==> config.mk <==
export PLATFORM = sky130hd
export DESIGN_NAME = tiny_cpu_top
export DESIGN_NICKNAME = d
export VERILOG_FILES = /design/src/rtl/tiny_cpu_pkg.sv /design/src/rtl/tiny_cpu_alu.sv /design/src/rtl/tiny_cpu_top.sv
export SDC_FILE = /design/constraint.sdc
export NUM_CORES = 1
export LEC_CHECK = 0
export BUFFER_PORTS_ARGS = -buffer_cell sky130_fd_sc_hd__buf_2
export CORE_MARGIN = 4
export CORE_UTILIZATION = 66
export DETAILED_ROUTE_END_ITERATION = 10
export PLACE_DENSITY = 0.85
export SYNTH_ARGS = -nofsm -noshare
export SYNTH_HDL_FRONTEND = slang
export SYNTH_SLANG_ARGS = --single-unit
==> constraint.sdc <==
create_clock -name clk -period 3.9 [get_ports clk]
set_input_delay 0.585 -clock clk [delete_from_list [all_inputs] [get_ports clk]]
set_output_delay 0.585 -clock clk [all_outputs]
set_load 0.005 [all_outputs]
==> src/rtl/tiny_cpu_pkg.sv <==
// Shared widths, instruction field encodings and ALU operation codes
// for the tiny 5-bit accumulator core.
package tiny_cpu_pkg;

  localparam int DW = 5;
  localparam int IW = 6;
  localparam int NREGS = 4;

  localparam logic [1:0] MAJ_LDI = 2'b00;
  localparam logic [1:0] MAJ_ALU = 2'b01;
  localparam logic [1:0] MAJ_REG = 2'b10;
  localparam logic [1:0] MAJ_SYS = 2'b11;

  localparam logic [1:0] REG_ST   = 2'b00;
  localparam logic [1:0] REG_LD   = 2'b01;
  localparam logic [1:0] REG_SWP  = 2'b10;
  localparam logic [1:0] REG_OUTR = 2'b11;

  localparam logic [1:0] SYS_JMP   = 2'b00;
  localparam logic [1:0] SYS_OUT   = 2'b01;
  localparam logic [1:0] SYS_UNARY = 2'b10;
  localparam logic [1:0] SYS_NOP   = 2'b11;

  localparam logic [1:0] CC_ALWAYS = 2'b00;
  localparam logic [1:0] CC_ZERO   = 2'b01;
  localparam logic [1:0] CC_NZERO  = 2'b10;
  localparam logic [1:0] CC_CARRY  = 2'b11;

  typedef enum logic [2:0] {
    ALU_ADD = 3'd0,
    ALU_SUB = 3'd1,
    ALU_AND = 3'd2,
    ALU_XOR = 3'd3,
    ALU_SHL = 3'd4,
    ALU_SHR = 3'd5,
    ALU_NOT = 3'd6,
    ALU_INC = 3'd7
  } alu_op_e;

endpackage

==> src/rtl/tiny_cpu_alu.sv <==
// Combinational datapath: computes the new accumulator and carry for
// every binary and unary arithmetic/logic operation.
module tiny_cpu_alu
  import tiny_cpu_pkg::*;
(
  input  logic [DW-1:0] acc,
  input  logic [DW-1:0] operand,
  input  logic [2:0]    op,
  input  logic          c_in,
  output logic [DW-1:0] result,
  output logic          c_out
);

  logic [DW:0] wide;

  always_comb begin
    wide   = '0;
    result = acc;
    c_out  = c_in;
    case (alu_op_e'(op))
      ALU_ADD: begin
        wide   = {1'b0, acc} + {1'b0, operand};
        result = wide[DW-1:0];
        c_out  = wide[DW];
      end
      ALU_SUB: begin
        result = acc - operand;
        c_out  = (acc < operand);
      end
      ALU_AND: result = acc & operand;
      ALU_XOR: result = acc ^ operand;
      ALU_SHL: begin
        result = {acc[DW-2:0], 1'b0};
        c_out  = acc[DW-1];
      end
      ALU_SHR: begin
        result = {1'b0, acc[DW-1:1]};
        c_out  = acc[0];
      end
      ALU_NOT: result = ~acc;
      ALU_INC: begin
        wide   = {1'b0, acc} + {{DW{1'b0}}, 1'b1};
        result = wide[DW-1:0];
        c_out  = wide[DW];
      end
      default: result = acc;
    endcase
  end

endmodule

==> src/rtl/tiny_cpu_top.sv <==
// Accumulator core: decodes one externally supplied instruction per clock
// and updates ACC, carry, four registers, the output port and jump flag.
module tiny_cpu_top
  import tiny_cpu_pkg::*;
(
  input  logic          clk,
  input  logic          rst,
  input  logic [IW-1:0] instr,
  output logic [DW-1:0] io_out,
  output logic          cjump
);

  logic [DW-1:0]            acc_q, acc_d;
  logic                     c_q, c_d;
  logic [NREGS-1:0][DW-1:0] rf_q, rf_d;
  logic [DW-1:0]            io_out_q, io_out_d;
  logic                     cjump_q, cjump_d;

  logic [1:0]    major, op, sel;
  logic [DW-1:0] operand;
  alu_op_e       alu_op;
  logic [DW-1:0] alu_result;
  logic          alu_c;

  assign major   = instr[5:4];
  assign op      = instr[3:2];
  assign sel     = instr[1:0];
  assign operand = rf_q[sel];

  // Binary ops come from the ALU major; unary ops live in the system major.
  always_comb begin
    alu_op = ALU_ADD;
    if (major == MAJ_ALU) begin
      alu_op = alu_op_e'({1'b0, op});
    end else if (major == MAJ_SYS && op == SYS_UNARY) begin
      alu_op = alu_op_e'({1'b1, sel});
    end
  end

  tiny_cpu_alu u_alu (
    .acc     (acc_q),
    .operand (operand),
    .op      (alu_op),
    .c_in    (c_q),
    .result  (alu_result),
    .c_out   (alu_c)
  );

  always_comb begin
    acc_d    = acc_q;
    c_d      = c_q;
    rf_d     = rf_q;
    io_out_d = io_out_q;
    cjump_d  = 1'b0;
    case (major)
      MAJ_LDI: acc_d = {1'b0, instr[3:0]};
      MAJ_ALU: begin
        acc_d = alu_result;
        c_d   = alu_c;
      end
      MAJ_REG: begin
        case (op)
          REG_ST:   rf_d[sel] = acc_q;
          REG_LD:   acc_d = operand;
          REG_SWP: begin
            acc_d     = operand;
            rf_d[sel] = acc_q;
          end
          default:  io_out_d = operand;
        endcase
      end
      default: begin
        case (op)
          SYS_JMP: begin
            case (sel)
              CC_ALWAYS: cjump_d = 1'b1;
              CC_ZERO:   cjump_d = (acc_q == '0);
              CC_NZERO:  cjump_d = (acc_q != '0);
              default:   cjump_d = c_q;
            endcase
          end
          SYS_OUT:   io_out_d = acc_q;
          SYS_UNARY: begin
            acc_d = alu_result;
            c_d   = alu_c;
          end
          default: ;
        endcase
      end
    endcase
  end

  always_ff @(posedge clk) begin
    if (rst) begin
      acc_q    <= '0;
      c_q      <= 1'b0;
      rf_q     <= '0;
      io_out_q <= '0;
      cjump_q  <= 1'b0;
    end else begin
      acc_q    <= acc_d;
      c_q      <= c_d;
      rf_q     <= rf_d;
      io_out_q <= io_out_d;
      cjump_q  <= cjump_d;
    end
  end

  assign io_out = io_out_q;
  assign cjump  = cjump_q;

endmodule

==> summary.md, run 1 <==
| Metric | Value |
|---|---|
| Status | completed |
| Max rail drop VDD | 0.288 mV |
| Clk_lat worst skew | 0.30 ns |
| Initial antenna violation count | 0 |
| Synth async-reset ratio | 0% |
| Worst-margin pin slew | 0.618 ns |
| Leakage power | 1.05 nW |
| Critical path class | in -> reg |
| DP HPWL | 4.52 mm |
| Mapped Area | 0.00247 mm^2 |
| Drt drc | 0 |
| CP Capture Type | flop |
| Cts bufs inserted | 5 |
| Total gr overflow | 0 |
| Syn Area/Cell | 8.52 um^2 |
| Largest net degree at the start of global routing | 32 |
| Hold Buf Count CTS | 0 |
| 1st-pass router iterations | 5 |
| Synth top area cells | dfxtp_1 (26%), ha_1 (10%), mux2i_1 (9.3%), nor2_1 (5.5%), mux4_2 (4.6%) |
| Synth-to-Final Area Change | 4.46% |
| CTS Root Cell | clkbuf_8 |
| Filler instances | 252 |
| CTS H-tree lvls | 2 |
| Final Cycle Share | 72.4% |
| Hold Violations, Final | 0 |
| Post-route ant nets | 0 |
| Share of layout cells above drive strength 1 | 11.7% |
| Starting DRT DRC Count | 321 |
| Die Height | 69.2 um |
| Die width | 69.2 um |
| Yosys warning count | 0 |
| Critical path data required time | 4.07 ns |
| Post-synth net total | 320 |
| Port bufs | 13 |
| Post-route setup TNS | 0 ns |
| Routed wire length | 6.32 mm |
| Routed length per instance | 18.8 um |
| PwrDens | 308 mW/mm^2 |
| ANT cells | 0 |
| Starting density of the core | 71.2% |
| Multi-input gate area | 0.00165 mm^2 |
| Register Area | 641 um^2 |
| Clk sinks | 32 |
| Post-CTS Resized | 0 |
| Commonest non-fill, non-tap cell in the layout | nor2_1 |
| Leading area contributor after synthesis | dfxtp_1 |
| Area of the die | 0.00479 mm^2 |
| GRT Overall Usage | 27.6% |
| Via density | 6.77 |
| Final nets | 320 |
| Most frequent cells in the layout | nor2_1 (36), dfxtp_1 (32), mux2i_1 (23) |
| Seq/Total Area, Yosys | 25.9% |
| Crit path launch type | input port |
| Critical Path Fanout Max | 21 |
| Fin Clk Skew | 0.0106 ns |
| Clock Pin Slew Worst Setup and Hold Paths | 0.08 ns |
| Post-synth top area share | 25.9% |
| Largest buffer count on any clock path | 2 |
| Vias in the first global route | 2153 |
| Setup violators final | 0 |
| Core area | 0.00347 mm^2 |
| Prevailing post-synth register cell | dfxtp_1 |
| First-pass GRT wire length | 10.6 mm |
| CTS tree | yes |
| PnR Total Power | 0.794 mW |
| EDFF count, synth | 0 |
| Slew Viols, Final | 0 |
| Vias | 2280 |
| IO Pins | 14 |
| Unique masters post-synth | 58 |
| Row count | 21 |
| WP data arrival | 2.99 ns |
| Max_slew headroom | 58.6% |
| Clock period minus worst slack | 2.82 ns |
| RSZ-0062 raised after global routing | no |
| #FFs+latches synth | 32 |
| Syn Inst Count | 290 |
| Total of max-cap violations | 0 |
| Postcts setup bufs | 0 |
| Max Freq | 354 MHz |
| GPL Wtd Cong | 1.04 |
| Hold/Removal Path Class | reg -> reg |
layer usage:
layer | GRT usage (%) | vias up | part of all wire (%)
li1 | - | 1048 | -
met1 | 38.3 | 1049 | 42
met2 | 40.0 | 156 | 43
met4 | 11.9 | 0 | 3.5
met5 | 0 | - | 0
met3 | 7.39 | 27 | 11
cells in the mapped netlist, drive strengths merged, types with 3 or more instances:
cell type	count
clkbuf	9
a21o	3
a311oi	4
o21bai	3
buf	11
a211oi	4
xor2	4
inv	20
ha	20
a21oi	16
nand3b	4
mux4	5
nor2	37
mux2i	23
nor3	8
nand2	20
o32ai	3
nand3	7
dfxtp	32
or3	3
o21ai	7
a31oi	6
final timing paths:
kind / from / end / slack (ns) / depth (start not counted)
worst max register to register: rf_q[16]$_SDFFE_PP0P_ / acc_q[3]$_SDFFE_PP0P_ / 1.52 / 8
worst min-delay path: rf_q[4]$_SDFFE_PP0P_ / rf_q[4]$_SDFFE_PP0P_ / 0.50 / 2
worst max-delay path: instr[1] / acc_q[3]$_SDFFE_PP0P_ / 1.08 / 9
worst min register to register: rf_q[4]$_SDFFE_PP0P_ / rf_q[4]$_SDFFE_PP0P_ / 0.50 / 2
cells by family (layout without fill, tap and decap cells):
family	count (synthesis)	after routing	share of synthesized area, %
fa+ha+maj	22	22	11.8
simple gates	94	94	19.6
xor+xnor	6	6	2.13
compound gates	68	68	19.6
buf+inv	40	41	7.14
flops	32	32	25.9
mux	28	28	13.9
worst max-delay path, stage by stage:
cell	delay [ns]
buf_2	0.37
mux4_2	0.61
inv_1	0.17
ha_1	0.19
nand3b_1	0.11
a21boi_0	0.28
and3b_1	0.22
a2111oi_0	0.35
a21oi_1	0.12
report_power, final:
part | switching (mW) | internal (mW) | total, mW
combinational | 0.104 | 0.0656 | 0.169
sequential | 0.0258 | 0.337 | 0.363
clock | 0.135 | 0.127 | 0.262
cell type report:
cell class	instances	share of cell area [%]
Clock buffer	6	2.81
Clock inverter	2	0.630
Inverter	20	2.91
Multi-Input combinational cell	218	64.1
Sequential cell	32	24.8
Tap cell	46	2.23
Timing Repair Buffer	13	2.52
per-stage QoR:
| step | hold slack, ns | setup WS (ns) | instance area (um^2) | util, % | std cells |
|---|---|---|---|---|---|
| after floorplan | 0.449 | 1.33 | 2470 | - | 290 |
| after global placement | 0.463 | 0.913 | 2490 | 71.8 | 329 |
| after detailed placement | 0.479 | 0.782 | 2490 | 71.8 | 329 |
| after CTS | 0.495 | 1.10 | 2580 | 74.4 | 337 |
| after global routing | 0.521 | 0.925 | 2580 | 74.4 | 337 |
| final | 0.496 | 1.08 | 2580 | 74.4 | 337 |
state kept, by name, summed over array words and instances (netlist names):
name / flops
c_q: 1
io_out: 5
cjump: 1
acc_q: 5
rf_q: 20
Power figures use the tool's default switching activity.
==> run 2: changes to the inputs <==
ABC_AREA = 1   (was unset)
CORE_UTILIZATION = 56   (was 66)
PLACE_DENSITY = 0.77   (was 0.85)
clock period = 2.5 ns   (was 3.9 ns; I/O delays follow)
==> summary.md, run 2 <==
| Metric | Value |
|---|---|
| Status | completed |
| Starting density of the core | 58.4% (-13 points) |
| Max Freq | 456 MHz |
| Share of layout cells above drive strength 1 | 18.4% (+6.7 points) |
| Multi-input gate area | 0.00169 mm^2 (+2.0%) |
| Post-synth net total | 412 (+29%) |
| Drt drc | 0 (unchanged) |
| Fin Clk Skew | 0.00501 ns (-0.00560 ns) |
| First-pass GRT wire length | 12.5 mm (+17%) |
| Starting DRT DRC Count | 323 (+0.62%) |
| Final nets | 443 (+38%) |
| Row count | 24 (+14%) |
| Finished Core Util | 66.2% (-8.2 points) |
| Largest buffer count on any clock path | 2 (unchanged) |
| Synth-to-Final Area Change | 13.2% |
| Worst slack at placement | 0.000256 ns (-0.782 ns) |
| Port bufs | 13 (unchanged) |
| Non-Filler Instances | 466 (+38%) |
| PwrDens | 492 mW/mm^2 (+60%) |
| Die width | 75.6 um (+9.3%) |
| Core area | 0.00438 mm^2 (+26%) |
| DP HPWL | 5.80 mm (+28%) |
| Post-route ant nets | 0 (unchanged) |
| Leakage power | 1.35 nW (+28%) |
| Post-route setup TNS | 0 ns (unchanged) |
| Clk_lat worst skew | 0.28 ns (-0.02 ns) |
| Fin worst setup slack | 0.308 ns (-0.770 ns) |
| Initial antenna violation count | 0 (unchanged) |
| Final Cycle Share | 87.7% |
| Routed length per instance | 16.2 um (-14%) |
| Via density | 5.81 (-14%) |
| Register Area | 641 um^2 (unchanged) |
| GRT Overall Usage | 29.2% (+1.6 points) |
| Critical path data required time | 2.68 ns (-1.39 ns) |
| EDFF count, synth | 0 (unchanged) |
| Clock Pin Slew Worst Setup and Hold Paths | 0.07 ns (about the same) |
| Critical path class | in -> reg |
| Die Height | 75.6 um (+9.3%) |
| Filler instances | 415 (+65%) |
| Unique masters post-synth | 31 (-47%) |
| Critical Path Fanout Max | 7 (-67%) |
| Syn Area/Cell | 6.70 um^2 (-21%) |
| Hold/Removal Path Class | in -> reg |
| Worst reg2reg setup slack | 0.37 ns (-1.15 ns) |
| Post-CTS Resized | 0 (unchanged) |
| Biggest register | rf_q |
| Placed cell count | 458 (+39%) |
| PnR Total Power | 1.43 mW (+80%) |
| Mapped Area | 0.00256 mm^2 (+3.7%) |
| #FFs+latches synth | 32 (unchanged) |
| Most frequent cells in the layout | nand2_1 (75), a21oi_1 (43), inv_1 (41) |
| Max reg flops | 20 (unchanged) |
| Post-synth top area share | 25.0% (-0.92 points) |
| WP data arrival | 2.37 ns (-0.62 ns) |
| Synth async-reset ratio | 0% (unchanged) |
| Commonest non-fill, non-tap cell in the layout | nand2_1 |
| 1st-pass router iterations | 5 (unchanged) |
| CTS tree | yes |
| Total of max-cap violations | 0 (unchanged) |
| Max_slew headroom | 58.2% (-0.38 points) |
| Crit path launch type | input port |
| Postcts setup bufs | 0 (unchanged) |
| IO Pins | 14 (unchanged) |
| Count leader, synth | nand2_1 |
| Total gr overflow | 0 (unchanged) |
| Routed wire length | 7.53 mm (+19%) |
| CTS Root Cell | clkbuf_8 |
| Syn Inst Count | 382 (+32%) |
| Clock period minus worst slack | 2.19 ns |
| GPL Wtd Cong | 1.02 (-1.7%) |
| Seq/Total Area, Yosys | 25.0% (-0.92 points) |
| Hold Violations, Final | 0 (unchanged) |
| Yosys warning count | 0 (unchanged) |
| ANT cells | 0 (unchanged) |
| Hold Buf Count CTS | 0 (unchanged) |
| Worst-margin pin slew | 0.626 ns (+0.00838 ns) |
| Setup violators final | 0 (unchanged) |
| Leading area contributor after synthesis | dfxtp_1 |
| Clk sinks | 32 (unchanged) |
| Slew Viols, Final | 0 (unchanged) |
| Area of the die | 0.00572 mm^2 (+20%) |
| Cts bufs inserted | 5 (unchanged) |
| Prevailing post-synth register cell | dfxtp_1 |
| CP Capture Type | flop |
| Synth top area cells | dfxtp_1 (25%), nand2_1 (11%), ha_1 (9.8%), a21oi_1 (8.4%), o21ai_0 (6.6%) |
| Vias in the first global route | 2564 (+19%) |
| Vias | 2706 (+19%) |
| Post-synth top cells | nand2_1 (75), a21oi_1 (43), inv_1 (42) |
| Max rail drop VDD | 0.607 mV (+110%) |
| Largest net degree at the start of global routing | 27 (-16%) |
| CTS H-tree lvls | 2 (unchanged) |
-- run 2: changes by cell type in the layout (fill, tap and decap cells not counted), moves of 6 or more --
cell	change
mux2i_1	-23
o21ai_0	+27
inv_1	+21
nand4_1	+12
nor2_4	+6
nand2_1	+55
nand3_1	+27
nor2_1	-9
inv_2	+7
a21oi_1	+27
buf_4	+20
-- run 2: cells by family (layout without fill, tap and decap cells) --
| family | after synthesis | count (layout) | synth area share [%] |
|---|---|---|---|
| adders and majority gates | 22 | 22 | 11.3 |
| DFF | 32 | 32 | 25.0 |
| buffers and inverters | 57 | 89 | 9.57 |
| AOI/OAI and AO/OA | 92 | 92 | 19.1 |
| xor gates and xnor gates | 4 | 4 | 1.37 |
| and+or+nand+nor | 175 | 175 | 33.6 |
-- run 2: path summary, 6_finish.rpt --
kind,startpoint,to,depth (start not counted)
hold reg to reg,rf_q[3]$_SDFFE_PP0P_,rf_q[3]$_SDFFE_PP0P_,2
hold / removal,rst,c_q$_SDFFE_PP0P_,2
setup / recovery,instr[0],acc_q[4]$_SDFFE_PP0P_,17
setup reg to reg,acc_q[1]$_SDFFE_PP0P_,acc_q[4]$_SDFFE_PP0P_,12
-- run 2: worst max-delay path, stage by stage --
cell      delay, ns
clkbuf_4       0.17
nor2_4         0.20
a22oi_1        0.12
nand3_1        0.12
ha_1           0.19
inv_1          0.07
fa_1           0.41
inv_1          0.08
nand2_1        0.06
a21oi_1        0.18
nor2_1         0.06
nand2_1        0.06
nand3_1        0.07
nand2_1        0.06
inv_1          0.04
nand2_1        0.05
a21oi_1        0.05
-- run 2: final cells by class --
cell class | instances | area share [%]
clock buffers | 5 | 2.37
clock inverters | 3 | 1.47
inverters | 48 | 6.21
multi-input cells | 293 | 58.1
flip-flops and latches | 32 | 22.1
well taps | 52 | 2.24
repair buffers | 33 | 7.51
-- run 2: through the flow --
step	area [um^2]	hold slack, ns
after floorplan	2560	0.429
after global placement	2780	0.464
after detailed placement	2780	0.464
after CTS	2890	0.346
after global routing	2900	0.346
final	2900	0.349
-- run 2: power by group --
part	internal, mW	switching [mW]
clock	0.295	0.201
sequential	0.532	0.0238
combinational	0.133	0.241
-- run 2: layer usage --
layer  up-vias  track usage [%]  wire length [um]
li1       1337                -                 -
met1      1216             36.9              3160
met2       131             48.8              3570
met3        22             5.28               498
met4         0             12.0               296
met5         -                0                 0
